<file path="config.mk">
export PLATFORM = sky130hd
export DESIGN_NAME = imem_boot_ctrl_flat
export DESIGN_NICKNAME = d
export VERILOG_FILES = /design/src/rtl/imem_boot_ctrl_if.sv /design/src/rtl/imem_boot_ctrl.sv /design/src/flat_wrapper.sv
export SDC_FILE = /design/constraint.sdc
export NUM_CORES = 1
export LEC_CHECK = 0
export BUFFER_PORTS_ARGS = -buffer_cell sky130_fd_sc_hd__buf_2
export CAP_MARGIN = 20
export CORE_UTILIZATION = 50
export DETAILED_ROUTE_END_ITERATION = 10
export PLACE_DENSITY = 0.72
export SETUP_SLACK_MARGIN = 0.02
export SKIP_CTS_REPAIR_TIMING = 1
export SLEW_MARGIN = 20
export SYNTH_ARGS = -nofsm -noshare
export SYNTH_HDL_FRONTEND = slang
export SYNTH_SLANG_ARGS = --single-unit
</file>
<file path="constraint.sdc">
create_clock -name clk -period 4.2 [get_ports clk]
set_input_delay 1.26 -clock clk [delete_from_list [all_inputs] [get_ports clk]]
set_output_delay 1.26 -clock clk [all_outputs]
set_load 0.02 [all_outputs]
</file>
<file path="src/rtl/imem_boot_ctrl_if.sv">
// Byte-stream load port and instruction-memory write port of the boot controller.
// The slave modport is the controller; the master modport is the stream source / memory side.
interface imem_boot_ctrl_if #(
  parameter int IW = 32,
  parameter int AW = 4
);
  logic          s_valid;
  logic [7:0]    s_data;
  logic          s_ready;
  logic          mem_we;
  logic [AW-1:0] mem_addr;
  logic [IW-1:0] mem_wdata;

  modport master (
    output s_valid, s_data,
    input  s_ready, mem_we, mem_addr, mem_wdata
  );

  modport slave (
    input  s_valid, s_data,
    output s_ready, mem_we, mem_addr, mem_wdata
  );
endinterface

</file>
<file path="src/rtl/imem_boot_ctrl.sv">
// Boot controller: assembles a little-endian byte stream into instruction words,
// writes them to instruction memory, then releases the core and supervises its run.
module imem_boot_ctrl #(
  parameter int IW      = 32,
  parameter int DEPTH   = 16,
  parameter int TIMEOUT = 1024,
  parameter int AW      = $clog2(DEPTH),
  parameter int CW      = $clog2(TIMEOUT + 1)
) (
  input  logic          clk,
  input  logic          rst,
  imem_boot_ctrl_if.slave bus,
  input  logic          i_start,
  input  logic [AW:0]   i_len,
  input  logic          i_halt,
  output logic          o_core_rst,
  output logic          o_busy,
  output logic          o_done,
  output logic          o_timed_out,
  output logic          o_err,
  output logic [CW-1:0] o_cycles
);

  localparam int BPW = IW / 8;
  localparam int BW  = (BPW > 1) ? $clog2(BPW) : 1;
  localparam int LW  = AW + 1;

  typedef enum logic [2:0] {
    S_IDLE,
    S_LOAD,
    S_COMMIT,
    S_RUN,
    S_DONE
  } state_t;

  state_t        r_state,     w_state;
  logic          r_s_ready,   w_s_ready;
  logic          r_mem_we,    w_mem_we;
  logic [AW-1:0] r_mem_addr,  w_mem_addr;
  logic [IW-1:0] r_mem_wdata, w_mem_wdata;
  logic          r_core_rst,  w_core_rst;
  logic          r_busy,      w_busy;
  logic          r_done,      w_done;
  logic          r_timed_out, w_timed_out;
  logic          r_err,       w_err;
  logic [CW-1:0] r_cycles,    w_cycles;
  logic [LW-1:0] r_len,       w_len;
  logic [LW-1:0] r_word_idx,  w_word_idx;
  logic [BW-1:0] r_byte_idx,  w_byte_idx;
  logic [IW-1:0] r_word,      w_word;

  logic          w_accept;
  logic          w_bad_len;
  logic [IW-1:0] w_asm;

  assign w_accept  = r_s_ready && bus.s_valid;
  assign w_bad_len = (i_len == '0) || (i_len > LW'(DEPTH));

  // Partial word with the incoming byte dropped into its little-endian lane.
  always_comb begin
    w_asm = r_word;
    w_asm[int'(r_byte_idx) * 8 +: 8] = bus.s_data;
  end

  always_comb begin
    w_state     = r_state;
    w_s_ready   = r_s_ready;
    w_mem_we    = 1'b0;
    w_mem_addr  = r_mem_addr;
    w_mem_wdata = r_mem_wdata;
    w_core_rst  = r_core_rst;
    w_busy      = r_busy;
    w_done      = 1'b0;
    w_timed_out = r_timed_out;
    w_err       = r_err;
    w_cycles    = r_cycles;
    w_len       = r_len;
    w_word_idx  = r_word_idx;
    w_byte_idx  = r_byte_idx;
    w_word      = r_word;

    case (r_state)
      S_IDLE: begin
        if (i_start) begin
          w_err       = 1'b0;
          w_timed_out = 1'b0;
          w_cycles    = '0;
          if (w_bad_len) begin
            w_err = 1'b1;
          end else begin
            w_len      = i_len;
            w_word_idx = '0;
            w_byte_idx = '0;
            w_word     = '0;
            w_s_ready  = 1'b1;
            w_busy     = 1'b1;
            w_state    = S_LOAD;
          end
        end
      end

      S_LOAD: begin
        if (w_accept) begin
          if (r_byte_idx == BW'(BPW - 1)) begin
            w_mem_we    = 1'b1;
            w_mem_addr  = r_word_idx[AW-1:0];
            w_mem_wdata = w_asm;
            w_word_idx  = r_word_idx + LW'(1);
            w_byte_idx  = '0;
            w_word      = '0;
            // Ready drops on the same edge so no byte beyond the last word is taken.
            if ((r_word_idx + LW'(1)) == r_len) begin
              w_s_ready = 1'b0;
              w_state   = S_COMMIT;
            end
          end else begin
            w_word     = w_asm;
            w_byte_idx = r_byte_idx + BW'(1);
          end
        end
      end

      S_COMMIT: begin
        w_core_rst = 1'b0;
        w_state    = S_RUN;
      end

      S_RUN: begin
        // Halt takes priority over a watchdog expiry in the same cycle.
        if (i_halt) begin
          w_core_rst = 1'b1;
          w_done     = 1'b1;
          w_state    = S_DONE;
        end else if (r_cycles == CW'(TIMEOUT - 1)) begin
          w_timed_out = 1'b1;
          w_core_rst  = 1'b1;
          w_done      = 1'b1;
          w_state     = S_DONE;
        end else begin
          w_cycles = r_cycles + CW'(1);
        end
      end

      S_DONE: begin
        w_busy  = 1'b0;
        w_state = S_IDLE;
      end

      default: begin
        w_state = S_IDLE;
      end
    endcase
  end

  always_ff @(posedge clk or posedge rst) begin
    if (rst) begin
      r_state     <= S_IDLE;
      r_s_ready   <= 1'b0;
      r_mem_we    <= 1'b0;
      r_mem_addr  <= '0;
      r_mem_wdata <= '0;
      r_core_rst  <= 1'b1;
      r_busy      <= 1'b0;
      r_done      <= 1'b0;
      r_timed_out <= 1'b0;
      r_err       <= 1'b0;
      r_cycles    <= '0;
      r_len       <= '0;
      r_word_idx  <= '0;
      r_byte_idx  <= '0;
      r_word      <= '0;
    end else begin
      r_state     <= w_state;
      r_s_ready   <= w_s_ready;
      r_mem_we    <= w_mem_we;
      r_mem_addr  <= w_mem_addr;
      r_mem_wdata <= w_mem_wdata;
      r_core_rst  <= w_core_rst;
      r_busy      <= w_busy;
      r_done      <= w_done;
      r_timed_out <= w_timed_out;
      r_err       <= w_err;
      r_cycles    <= w_cycles;
      r_len       <= w_len;
      r_word_idx  <= w_word_idx;
      r_byte_idx  <= w_byte_idx;
      r_word      <= w_word;
    end
  end

  assign bus.s_ready   = r_s_ready;
  assign bus.mem_we    = r_mem_we;
  assign bus.mem_addr  = r_mem_addr;
  assign bus.mem_wdata = r_mem_wdata;
  assign o_core_rst    = r_core_rst;
  assign o_busy        = r_busy;
  assign o_done        = r_done;
  assign o_timed_out   = r_timed_out;
  assign o_err         = r_err;
  assign o_cycles      = r_cycles;

endmodule
</file>
<file path="src/flat_wrapper.sv">
// flat-port wrapper written by rule: the top's interface ports become plain ports
module imem_boot_ctrl_flat 
#(
  parameter int IW      = 32,
  parameter int DEPTH   = 16,
  parameter int TIMEOUT = 1024,
  parameter int AW      = $clog2(DEPTH),
  parameter int CW      = $clog2(TIMEOUT + 1)
)
  (clk, rst, i_start, i_len, i_halt, o_core_rst, o_busy, o_done, o_timed_out, o_err, o_cycles, bus_s_valid, bus_s_data, bus_s_ready, bus_mem_we, bus_mem_addr, bus_mem_wdata);
  imem_boot_ctrl_if #(.IW(IW), .AW(AW)) bus_i ();
  input  logic clk;
  input  logic rst;
  input  logic i_start;
  input  logic [AW:0] i_len;
  input  logic i_halt;
  output logic o_core_rst;
  output logic o_busy;
  output logic o_done;
  output logic o_timed_out;
  output logic o_err;
  output logic [CW-1:0] o_cycles;
  input wire logic [$bits(bus_i.s_valid)-1:0] bus_s_valid;
  input wire logic [$bits(bus_i.s_data)-1:0] bus_s_data;
  output wire logic [$bits(bus_i.s_ready)-1:0] bus_s_ready;
  output wire logic [$bits(bus_i.mem_we)-1:0] bus_mem_we;
  output wire logic [$bits(bus_i.mem_addr)-1:0] bus_mem_addr;
  output wire logic [$bits(bus_i.mem_wdata)-1:0] bus_mem_wdata;
  assign bus_i.s_valid = bus_s_valid;
  assign bus_i.s_data = bus_s_data;
  assign bus_s_ready = bus_i.s_ready;
  assign bus_mem_we = bus_i.mem_we;
  assign bus_mem_addr = bus_i.mem_addr;
  assign bus_mem_wdata = bus_i.mem_wdata;
  imem_boot_ctrl #(.IW(IW), .DEPTH(DEPTH), .TIMEOUT(TIMEOUT), .AW(AW), .CW(CW)) u_core (.clk(clk), .rst(rst), .bus(bus_i), .i_start(i_start), .i_len(i_len), .i_halt(i_halt), .o_core_rst(o_core_rst), .o_busy(o_busy), .o_done(o_done), .o_timed_out(o_timed_out), .o_err(o_err), .o_cycles(o_cycles));
endmodule
</file>
==> impl_results.md <==
* Status: complete, but fails checks
* Failing checks: design-rule violations
* Area delta synth->final at 12.9%
* Final Hold Viols at 0
* Synth cell types at 51
* Part of the power in registers at 42.5%
* GRT Util Overall at 21.5%
* Fill count at 787
* Power Total at 3.55 mW
* First-pass GRT wire length at 16600 um
* Startpoint types: flip-flop
* Unrepaired setup endpoints after global routing: false
* Met3 wire len at 493 um
* Die Height at 98.4 um
* Final Skew at 0.0185 ns
* Max Used Layer: met4
* Number of flops mapped to enable cells by yosys at 0
* Vias per cell at 5.80
* P_int at 2.10 mW
* Effective utilization at floorplan at 52.5%
* Core box area at 8850 um2
* Leakage at 2.49 nW
* CTS H-tree lvls at 3
* Fin cells at 605
* I/O Pins at 72
* FF+latch count, synth at 101
* CTS tree: done
* Root buffer cell: clkbuf_8
* Crit Path Category: flip-flop to flip-flop
* Die width at 98.4 um
* Rows at 34
* Syn avg cell area at 10.7 um2
* Cell Area, Synth at 4640 um2
* Largest net degree at the start of global routing at 53
* Final hold slack at 0.477 ns
* Setup WS post-layout at 1.38 ns
* Syn nets at 459
* Max Fanout on Critical Path at 9
* Post-DP HPWL at 6800 um
* Pwr per Cell Area at 678 nW/um2
* Switching share of power at 40.8%
* Post-synth top flop: dfrtp_1
* Final Slew Violations at 0
* Yosys warning total at 0
* Worst Hold Class: flip-flop to flip-flop
* Drt total wl at 9730 um
* Max_cap viols at 0
* Final net count at 518
* Diodes inserted at 0
* Post-Place Cells at 589
* GPL Wtd Cong at 0.788
* Register area share after synthesis at 54.5%
* Clock power frac at 17.3%
* DP Worst Slack at 1.30 ns
* Largest buffer count on any clock path at 2
* Full die area at 9680 um2
* TNS Setup at 0 ns
* Grt ovf at 0
* Vias in the first global route at 3371
* Num CTS Buffers at 9
* Critical path endpoint category: flip-flop
* Final min period at 2.82 ns
* Met2 WL at 4410 um
* # DRC at 1
* DR vias at 3510
* Layout cell share with drive strength beyond 1 at 22.7%
* Period utilization at 67.2%
* Slew margin rel. at 44.7%
* Worst-Skew Late Latency at 0.37 ns
* Post-Syn Instances at 433
* NetSw at 1.45 mW
* Drt pass-1 iters at 9
* Async SR Flop Fraction at 100%
* IO buf count at 71
* Maximum vdd drop at 0.000310 V
* Peak Freq at 354 MHz
* DR iter-0 viols at 237
* Clock transition at path regs at 0.09 ns
* Number of nets with antenna violations after routing at 0
* Worst Path Required at 4.49 ns
* Crit path DAT at 3.12 ns
* CTS sink cnt at 101
* DR WL/cell at 16.1 um
* Final setup violating endpoints at 0
* Gate power share at 40.2%
* Actual slew at the worst max-slew pin at 0.828 ns
* Initial antenna violation count at 0
* Met1 Wirelength at 4700 um
[area by class of cell]
cell class                 instances  area [um2]  area share [%]
clock buffer                       9         124            2.36
clock inverter                     7        73.8            1.41
inverter                          10        40.0           0.764
multi-input combinational        295        1950            37.3
sequential                       101        2530            48.3
tap                              108         135            2.58
timing repair buffer              75         385            7.35
[synth_stat cells (8+ instances only)]
cell type,number,area share (%)
a221oi_1,33,6.2
a22o_1,35,6.6
buf_1,8,0.65
buf_2,12,1.3
dfrtp_1,100,54
ha_1,8,2.2
nand2_1,34,2.7
nor2_1,81,6.5
o21ai_0,13,1.4
xnor2_1,8,1.5
xor2_1,10,1.9
[final timing paths]
| kind | start | endpoint | slack, ns | cells after the start |
|---|---|---|---|---|
| hold reg to reg | u_core.bus.mem_addr[2]$_DFFE_PP0P_ | u_core.bus.mem_addr[2]$_DFFE_PP0P_ | 0.48 | 2 |
| setup / recovery | u_core.r_byte_idx[0]$_DFFE_PP0P_ | u_core.r_word[1]$_DFFE_PP0P_ | 1.38 | 5 |
| hold / removal | u_core.bus.mem_addr[2]$_DFFE_PP0P_ | u_core.bus.mem_addr[2]$_DFFE_PP0P_ | 0.48 | 2 |
| setup reg to reg | u_core.r_byte_idx[0]$_DFFE_PP0P_ | u_core.r_word[1]$_DFFE_PP0P_ | 1.38 | 5 |
| max in group asynchronous | rst | u_core.o_core_rst$_DFFE_PP1P_ | 2.39 | 3 |
| min in group asynchronous | rst | u_core.r_word[8]$_DFFE_PP0P_ | 0.96 | 2 |
[layout by cell type (no fill, tap or decap), types with 4 or more instances in the layout]
master    instances
inv_1             5
xor2_1           10
buf_4             4
a22o_1           35
xnor2_1           8
a221oi_1         33
and2_1            4
nand3_1           6
o21ai_0          13
a21oi_1           5
buf_2            71
nor2_1           81
nand4_1           6
ha_1              8
nand2_1          34
clkbuf_8          9
nor2b_1           5
dfrtp_1         100
[cell families after synthesis]
| kind of cell | count (synthesis) | synth area share, % |
|---|---|---|
| adder cells (fa/ha/maj) | 8 | 2.16 |
| AO/OA/AOI/OAI | 93 | 16.0 |
| buffers and inverters | 37 | 3.48 |
| flip-flops | 101 | 54.5 |
| multiplexers | 8 | 1.89 |
| XOR/XNOR | 18 | 3.40 |
| AND/OR/NAND/NOR | 168 | 18.6 |
[power groups by stage]
stage / clock network, mW / registers (mW) / logic (mW)
after floorplan: 0 / 1.75 / 0.802
after detailed placement: 0 / 1.53 / 1.44
after global placement: 0 / 1.52 / 1.41
after CTS: 0.630 / 1.51 / 1.44
final: 0.614 / 1.51 / 1.43
after global routing: 0.666 / 1.56 / 1.59
[registers in the layout, indices dropped and copies added, names as in the netlist, 2 cells and up]
name / flops
u_core.bus.mem_wdata: 32
u_core.r_word: 32
u_core.r_len: 5
u_core.r_word_idx: 5
u_core.o_cycles: 11
u_core.r_byte_idx: 2
u_core.bus.mem_addr: 4
u_core.r_state: 3
[routing by layer]
layer,GRT usage [%],vias up
li1,-,1674
met1,31.2,1736
met2,32.9,91
met3,4.08,9
met4,6.31,0
met5,0,-
[worst max-delay path, stage by stage (launching register included)]
cell     delay, ns
dfrtp_1       0.57
inv_1         0.20
ha_1          0.44
nor4b_2       0.78
nor2b_1       0.55
a22o_1        0.23
[per-stage QoR]
stage               cell area (um2)  utilization (%)
global route                   5240             59.2
floorplan                      4640                -
finish                         5240             59.2
global placement               5040             57.0
detailed placement             5040             57.0
CTS                            5240             59.2
No activity file was read; power rests on OpenSTA's default activity.
